### src/rtl/pll_rst_seq_if.sv
// Signals between the PLL lock reset sequencer and the PLL wrapper / reset consumers.
// The master side is the sequencer itself.
interface pll_rst_seq_if;
  logic       pll_lock;
  logic       pll_rst;
  logic       sys_rst_n;
  logic       dsp_rst_n;
  logic       ready;
  logic [7:0] lock_loss_cnt;

  modport master (
    input  pll_lock,
    output pll_rst, sys_rst_n, dsp_rst_n, ready, lock_loss_cnt
  );

  modport slave (
    output pll_lock,
    input  pll_rst, sys_rst_n, dsp_rst_n, ready, lock_loss_cnt
  );
endinterface

### src/rtl/pll_rst_seq.sv
// Lock-qualified reset sequencer on the free-running reference clock.
// It resets the PLL until lock is stable, then releases the system resets and then the DSP resets.
module pll_rst_seq #(
  parameter int LOCK_FILTER    = 16,
  parameter int TIMEOUT_CYCLES = 65536,
  parameter int PLL_RST_CYCLES = 8,
  parameter int SYS_DELAY      = 64,
  parameter int DSP_DELAY      = 64
) (
  input logic          clk,
  input logic          rst_n,
  pll_rst_seq_if.master bus
);

  function automatic int max2(input int a, input int b);
    return (a > b) ? a : b;
  endfunction

  localparam int MAX_P = max2(max2(max2(LOCK_FILTER, TIMEOUT_CYCLES),
                                   max2(PLL_RST_CYCLES, SYS_DELAY)), DSP_DELAY);
  localparam int CW = $clog2(MAX_P + 1);
  localparam int FW = $clog2(LOCK_FILTER + 1);

  typedef enum logic [2:0] {
    S_PLL_RST,
    S_WAIT_LOCK,
    S_SYS_HOLD,
    S_DSP_HOLD,
    S_RUN
  } state_t;

  state_t        state, state_next;
  logic [CW-1:0] cnt;
  logic [FW-1:0] filt;
  logic          sync1, lock_s;
  logic          armed, run_seen, loss;
  logic          pll_rst_q, sys_rst_n_q, dsp_rst_n_q, ready_q;
  logic [7:0]    loss_cnt_q;

  always_ff @(posedge clk or negedge rst_n) begin
    if (!rst_n) begin
      sync1  <= 1'b0;
      lock_s <= 1'b0;
    end else begin
      sync1  <= bus.pll_lock;
      lock_s <= sync1;
    end
  end

  always_ff @(posedge clk or negedge rst_n) begin
    if (!rst_n) begin
      filt <= '0;
    end else if (!lock_s) begin
      filt <= '0;
    end else if (filt != FW'(LOCK_FILTER)) begin
      filt <= filt + 1'b1;
    end
  end

  always_comb begin
    state_next = state;
    loss       = 1'b0;
    case (state)
      S_PLL_RST: begin
        if (armed && cnt == CW'(PLL_RST_CYCLES - 1)) state_next = S_WAIT_LOCK;
      end
      S_WAIT_LOCK: begin
        if (filt == FW'(LOCK_FILTER)) state_next = S_SYS_HOLD;
        else if (cnt == CW'(TIMEOUT_CYCLES - 1)) state_next = S_PLL_RST;
      end
      S_SYS_HOLD: begin
        if (!lock_s) begin
          state_next = S_PLL_RST;
          loss       = run_seen;
        end else if (cnt == CW'(SYS_DELAY - 1)) begin
          state_next = S_DSP_HOLD;
        end
      end
      S_DSP_HOLD: begin
        if (!lock_s) begin
          state_next = S_PLL_RST;
          loss       = run_seen;
        end else if (cnt == CW'(DSP_DELAY - 1)) begin
          state_next = S_RUN;
        end
      end
      S_RUN: begin
        if (!lock_s) begin
          state_next = S_PLL_RST;
          loss       = 1'b1;
        end
      end
      default: state_next = S_PLL_RST;
    endcase
  end

  // The first edge after reset release acts as the PLL_RST entry edge, so the
  // pulse after reset is as wide as every later pulse.
  always_ff @(posedge clk or negedge rst_n) begin
    if (!rst_n) begin
      state    <= S_PLL_RST;
      cnt      <= '0;
      armed    <= 1'b0;
      run_seen <= 1'b0;
    end else begin
      state <= state_next;
      armed <= 1'b1;
      if (!armed || state_next != state) cnt <= '0;
      else                               cnt <= cnt + 1'b1;
      if (state_next == S_RUN) run_seen <= 1'b1;
    end
  end

  always_ff @(posedge clk or negedge rst_n) begin
    if (!rst_n) begin
      pll_rst_q   <= 1'b1;
      sys_rst_n_q <= 1'b0;
      dsp_rst_n_q <= 1'b0;
      ready_q     <= 1'b0;
    end else begin
      pll_rst_q   <= (state_next == S_PLL_RST);
      sys_rst_n_q <= (state_next == S_DSP_HOLD) || (state_next == S_RUN);
      dsp_rst_n_q <= (state_next == S_RUN);
      ready_q     <= (state_next == S_RUN);
    end
  end

  always_ff @(posedge clk or negedge rst_n) begin
    if (!rst_n) begin
      loss_cnt_q <= 8'd0;
    end else if (loss && loss_cnt_q != 8'hFF) begin
      loss_cnt_q <= loss_cnt_q + 8'd1;
    end
  end

  assign bus.pll_rst       = pll_rst_q;
  assign bus.sys_rst_n     = sys_rst_n_q;
  assign bus.dsp_rst_n     = dsp_rst_n_q;
  assign bus.ready         = ready_q;
  assign bus.lock_loss_cnt = loss_cnt_q;

endmodule

### src/flat_wrapper.sv
// flat-port wrapper written by rule: the top's interface ports become plain ports
module pll_rst_seq_flat 
#(
  parameter int LOCK_FILTER    = 16,
  parameter int TIMEOUT_CYCLES = 65536,
  parameter int PLL_RST_CYCLES = 8,
  parameter int SYS_DELAY      = 64,
  parameter int DSP_DELAY      = 64
)
  (clk, rst_n, bus_pll_lock, bus_pll_rst, bus_sys_rst_n, bus_dsp_rst_n, bus_ready, bus_lock_loss_cnt);
  pll_rst_seq_if bus_i ();
  input logic clk;
  input logic rst_n;
  input wire logic [$bits(bus_i.pll_lock)-1:0] bus_pll_lock;
  output wire logic [$bits(bus_i.pll_rst)-1:0] bus_pll_rst;
  output wire logic [$bits(bus_i.sys_rst_n)-1:0] bus_sys_rst_n;
  output wire logic [$bits(bus_i.dsp_rst_n)-1:0] bus_dsp_rst_n;
  output wire logic [$bits(bus_i.ready)-1:0] bus_ready;
  output wire logic [$bits(bus_i.lock_loss_cnt)-1:0] bus_lock_loss_cnt;
  assign bus_i.pll_lock = bus_pll_lock;
  assign bus_pll_rst = bus_i.pll_rst;
  assign bus_sys_rst_n = bus_i.sys_rst_n;
  assign bus_dsp_rst_n = bus_i.dsp_rst_n;
  assign bus_ready = bus_i.ready;
  assign bus_lock_loss_cnt = bus_i.lock_loss_cnt;
  pll_rst_seq #(.LOCK_FILTER(LOCK_FILTER), .TIMEOUT_CYCLES(TIMEOUT_CYCLES), .PLL_RST_CYCLES(PLL_RST_CYCLES), .SYS_DELAY(SYS_DELAY), .DSP_DELAY(DSP_DELAY)) u_core (.clk(clk), .rst_n(rst_n), .bus(bus_i));
endmodule
### config.mk
export PLATFORM = sky130hd
export DESIGN_NAME = pll_rst_seq_flat
export DESIGN_NICKNAME = d
export VERILOG_FILES = /design/src/rtl/pll_rst_seq_if.sv /design/src/rtl/pll_rst_seq.sv /design/src/flat_wrapper.sv
export SDC_FILE = /design/constraint.sdc
export NUM_CORES = 1
export LEC_CHECK = 0
export ABC_CLOCK_PERIOD_IN_PS = 2890
export CAP_MARGIN = 10
export CORE_MARGIN = 1.5
export CORE_UTILIZATION = 34
export DETAILED_ROUTE_END_ITERATION = 8
export PLACE_DENSITY = 0.59
export SLEW_MARGIN = 20
export SYNTH_ARGS = -nofsm -noshare
export SYNTH_HDL_FRONTEND = slang
export SYNTH_SLANG_ARGS = --single-unit
### constraint.sdc
create_clock -name clk -period 2.89 [get_ports clk]
set_input_delay 0.7225 -clock clk [delete_from_list [all_inputs] [get_ports clk]]
set_output_delay 0.7225 -clock clk [all_outputs]
set_load 0.01 [all_outputs]
# Yosys cells after proc, flatten, opt, wreduce, memory -nomap -nowiden
# Index checks and enable logic that the tools add are counted.
# word_totals
register_bits,40
latch_bits,0
mem_bits_rw,0
rom_bits,0
in_bits,3
output_inout_bits,12
word_cells,51
n_memories,0
# op_classes
addsub,3
multipliers,0
div,0
n_lt_le_gt_ge,0
eq_ne,14
shift,0
muxes,15
bitwise,0
reduce_logical,8
# ops
op,count
3-bit two-way mux,8
17-bit by 1-bit adder with 17-bit output (second input constant),1
17-bit by 16-bit equality test with 1-bit output (second input constant),1
17-bit by 3-bit equality test with 1-bit output (second input constant),1
17-bit by 6-bit equality test with 1-bit output (second input constant),1
17-bit two-way mux,1
3-bit one-hot mux with 5 select lines,1
5-bit two-way mux,2
3-bit by 2-bit equality test with 1-bit output (second input constant),3
8-bit by 1-bit adder with 8-bit output (second input constant),1
8-bit != test (second input constant),1
3-bit equality test (second input constant),2
3-bit logical NOT,2
5-bit by 1-bit adder with 5-bit output (second input constant),1
5-bit equality test (second input constant),1
5-bit != test (second input constant),1
3-bit by 1-bit equality test with 1-bit output (second input constant),1
3-bit != test,1
1-bit logical AND,2
1-bit logical OR,2
1-bit two-way mux,2
2-bit != test (second input constant),1
1-bit one-hot mux with 2 select lines,1
2-bit OR reduction,1
1-bit logical NOT,1

# Logic depth before layout (Yosys ltp)
# logic_depth
word_depth,7
depth_mapped,10
depth_no_buf,9

# Least setup slack after synthesis
# OpenSTA, ideal clock, no wires.
# synth_timing
kind,reg-to-reg
startpoint,reg u_core.cnt[0]
endpoint,reg u_core.cnt[10]
setup_time_ns,0.123
arrival_time_ns,1.993
required_time_ns,2.767
setup_slack_ns,0.774
path_stages_with_launch,8
path_buffers,1
synth_period_minus_slack_ns,2.116
cell_sequence,dfrtp_1 ha_1 or4b_4 nor4_4 a32oi_1 o21ai_4 buf_6 nor3_1
# synth_between
elab_chain_len,7
word_cells_on_any_way,16
cone_classes,add/sub: 1; eq/ne: 4; mux: 9; reduce/logical: 2
# synth_rtl
element,line_no,source
from (decl),pll_rst_seq.sv:33,logic [CW-1:0] cnt;
from (signal assigned),pll_rst_seq.sv:109,else cnt <= cnt + 1'b1;
"17-bit by 6-bit equality test with 1-bit output, or another cell as far along","pll_rst_seq.sv:75, pll_rst_seq.sv:83",
"3-bit two-way mux, or another cell as far along",pll_rst_seq.sv:83,end else if (cnt == CW'(DSP_DELAY - 1)) begin
3-bit two-way mux (on tied branches),n/a,
3-bit one-hot mux with 5 select lines,pll_rst_seq.sv:63,case (state)
3-bit != test,pll_rst_seq.sv:108,if (!armed || state_next != state) cnt <= '0;
1-bit logical OR,pll_rst_seq.sv:108,
17-bit two-way mux *,pll_rst_seq.sv:108,
# Every way passes the cells marked *; elsewhere a longest branch is shown, timed or not.
# A chain may end at the register's enable or synchronous reset.

# Worst setup path after layout
# layout_timing
startpoint,reg u_core.cnt[0]
endpoint,reg u_core.cnt[7]
# The elaborated chain is that of the path after synthesis.

==> flow_metrics.py <==
metrics = {
    "power_and_ir_drop": {
        "p_leak_nw": 0.992,
        "ir_drop_v": 0.000198,
        "powerDensity_nw_per_um2": 486,
        "pwr-share-seq": 0.524,
        "clkPwrFrac": 0.438,
        "total_power_mw": 1.10,
        "switchingPower_mw": 0.237,
        "combPwrFrac": 0.039,
        "p_int_mw": 0.865,
        "swShare": 0.215,
    },
    "yosys": {
        "ys_warn_count": 0,
        "ys_seq_elements": 40,
        "yosysSeqAreaShare": 0.515,
        "synth_cell_type_count": 46,
        "yosys-top-cells-area": "dfrtp_1 (50%), xor2_1 (6.3%), xnor2_1 (5.0%)",
        "yosys.area_share.simple": 0.248,
        "yosysTopAreaCellShare": 0.502,
        "ys.flop_type": "dfrtp_1",
        "synth-compound-area-share": 0.0553,
        "yosysTopAreaCell": "dfrtp_1",
        "synthMuxAreaShare": 0.0109,
        "synth_edf_count": 0,
        "synthAdderAreaFrac": 0.0322,
        "async_flop_share": 1.00,
        "syn_area_per_cell_um2": 10.9,
        "syn_inst": 179,
        "syn_nets": 187,
        "synth_area_um2": 1950,
        "synthXorXnorAreaFrac": 0.113,
        "synth_top_family_by_area": "simple AND/OR/NAND/NOR gates",
    },
    "clocking": {
        "clkSlewWorstSetupHoldPaths_ns": 0.08,
        "clockBufferDepth": 2,
        "cts_buffers": 5,
        "postCtsSetupBuffers": 0,
        "cts.sinks": 40,
        "cts_resized": 0,
        "cts_tree": "yes",
        "root_buffer": "clkbuf_8",
        "clock_latency_ns": 0.30,
        "cts_htree_levels": 2,
        "hold_buffers": 0,
    },
    "global_routing": {
        "overflow": 0,
        "grt_first_pass_wirelength_um": 5930,
        "grt_usage": 0.126,
        "grt_pass1_vias": 1244,
        "grt_start_max_net_pins": 41,
        "antenna_found_initial": 0,
    },
    "routing": {
        "detail_route.wl_per_cell_um": 13.1,
        "vias": 1332,
        "viasPerCell": 4.95,
        "drc": 0,
        "final_antenna_net_count": 0,
        "totalWireLength_um": 3510,
        "drtIter0Drc": 97,
        "dr.pass1.iters": 4,
    },
    "placed_design": {
        "place_ws_ns": 0.498,
        "gp_congestion": 0.783,
        "placed_cell_area_um2": 2150,
        "io_buffers": 14,
        "placedCellCount": 261,
        "hpwl_um": 2360,
    },
    "layout": {
        "antennaDiodeCount": 0,
        "final_util": 0.412,
        "area_delta_synth_final_pct": 16.6,
        "fin_nets": 204,
        "drive_above_1_share": 0.102,
        "final_cells": 269,
        "postLayoutCellArea_um2": 2270,
        "filler_cell_count": 532,
    },
    "setup_path": {
        "crit_required_ns": 3.05,
        "slowest_delay_ns": 0.52,
        "worstSetupEndpointType": "register",
        "reg2reg_slack_ns": 0.47,
        "worstPathArrival_ns": 2.57,
        "reg2regPathDepth": 6,
        "path_max_fanout": 17,
        "criticalPathCategory": "reg -> reg",
        "startpoint_type": "register",
        "slowest_stage": "or4b_4",
        "regToRegStartpoint": "u_core.cnt[0]$_DFF_PN0_",
        "crit_chain": "ha_1 -> or4b_4 -> nor4_4 -> a32oi_1 -> o21ai_4 -> nor3_1",
        "regToRegEndpoint": "u_core.cnt[7]$_DFF_PN0_",
    },
    "run_status": {
        "status": "finished, final reports clean",
    },
    "die": {
        "core-area_um2": 5510,
        "fp.dieW_um": 78.6,
        "rows": 27,
        "initial_core_util": 0.353,
        "dieArea_um2": 6190,
        "dieHeight_um": 78.6,
        "ioPinCount": 15,
    },
    "hold_path": {
        "holdCritStartpoint": "u_core.sync1$_DFF_PN0_",
        "hold_depth": 0,
        "hold_path.class": "reg -> reg",
        "hold_end": "u_core.lock_s$_DFF_PN0_",
    },
    "timing": {
        "fmax_ghz": 0.414,
        "finalMaxSlewViolations": 0,
        "worst_pin_slew_ns": 0.866,
        "setup_viol": 0,
        "fin_ws_ns": 0.473,
        "slew_headroom": 0.423,
        "final_hold_viol_count": 0,
        "timing.hold.ws_ns": 0.357,
        "min_period_over_period": 0.836,
        "min_period_ns": 2.42,
        "rsz0062_at_grt": "no",
        "finalClockSkew_ns": 0.00816,
        "setup_tns_ns": 0,
    },
    "flow_run": {
        "drv_cap": 0,
    },
}
[worst max-delay path, delay by kind of cell, from the launching register on]
kind            cells  cell delay, ns
simple gates        3            0.96
compound gates      2            0.64
fa+ha+maj           1            0.30
flops               1            0.38
[cell usage after synthesis, drive strengths merged (2+ instances only)]
master / n
dfrtp: 39
or4: 2
buf: 3
xnor2: 11
and4: 2
ha: 5
nor3: 19
nor4: 2
o21ai: 5
and3: 5
clkbuf: 2
xor2: 14
nand2: 12
inv: 4
nor2: 14
nand4: 9
nand3: 9
[sequential cells by signal, indices dropped and copies added, names as in the netlist]
register                  cells
u_core.bus.lock_loss_cnt      8
u_core.sync1                  1
u_core.bus.sys_rst_n          1
u_core.bus.dsp_rst_n          1
u_core.run_seen               1
u_core.cnt                   17
u_core.lock_s                 1
u_core.state                  3
u_core.bus.pll_rst            1
u_core.armed                  1
u_core.filt                   5
[per-layer routing]
layer / part of all wire / global-route usage / up-vias / wire [µm]
li1: - / - / 673 / -
met1: 0.52 / 0.178 / 631 / 1830
met2: 0.43 / 0.177 / 23 / 1500
met3: 0.028 / 0.0314 / 5 / 100
met4: 0.023 / 0.0643 / 0 / 80
met5: 0 / 0 / - / 0
[how the worst max path moves through the flow]
| stage | startpoint | slack, ns | end |
|---|---|---|---|
| floorplan | u_core.cnt[0]$_DFF_PN0_ | 0.77 | u_core.cnt[10]$_DFF_PN0_ |
| global placement | u_core.cnt[0]$_DFF_PN0_ | 0.57 | u_core.cnt[5]$_DFF_PN0_ |
| detailed placement | u_core.cnt[0]$_DFF_PN0_ | 0.50 | u_core.cnt[7]$_DFF_PN0_ |
| CTS | u_core.cnt[0]$_DFF_PN0_ | 0.49 | u_core.cnt[3]$_DFF_PN0_ |
| global route | u_core.cnt[0]$_DFF_PN0_ | 0.29 | u_core.cnt[7]$_DFF_PN0_ |
| finish | u_core.cnt[0]$_DFF_PN0_ | 0.47 | u_core.cnt[7]$_DFF_PN0_ |
[layout by cell type, fill, tap and decap left out, types with 2 or more instances in the layout]
cell type | netlist | final
nor3_1 | 18 | 18
nand4_1 | 9 | 9
and3_1 | 5 | 5
and4_1 | 2 | 2
clkdlybuf4s50_1 | 0 | 13
o21ai_0 | 3 | 3
nor2_1 | 14 | 14
inv_1 | 4 | 4
nand2_1 | 12 | 12
xnor2_1 | 11 | 11
nand3_1 | 9 | 9
ha_1 | 5 | 5
clkbuf_8 | 0 | 6
xor2_1 | 14 | 14
dfrtp_1 | 39 | 39
[cell type report]
type / count / area (µm²) / share of cell area
Clock inverter: 2 / 38.8 / 0.0171
Sequential cell: 40 / 1000 / 0.442
Multi-Input combinational cell: 130 / 897 / 0.395
Clock buffer: 6 / 82.6 / 0.0364
Tap cell: 72 / 90.1 / 0.0397
Inverter: 4 / 15.0 / 0.00662
Timing Repair Buffer: 15 / 143 / 0.0629
[power groups by stage]
stage	Clock (mW)	Combinational [mW]	Sequential, mW
3_3_place_gp	0	0.0442	0.588
2_1_floorplan	0	0.0260	0.586
4_1_cts	0.490	0.0443	0.577
3_5_place_dp	0	0.0441	0.588
5_1_grt	0.521	0.0500	0.579
6_report	0.482	0.0426	0.577
[cells by family (layout without fill, tap and decap cells)]
kind of cell	count (synthesis)	after routing
buf+inv	9	27
other cells	1	1
flops	40	40
simple gates	84	84
compound gates	13	13
xor+xnor	25	25
fa+ha+maj	5	5
mux	2	2
Note: power is estimated with default switching activity, not from simulation.
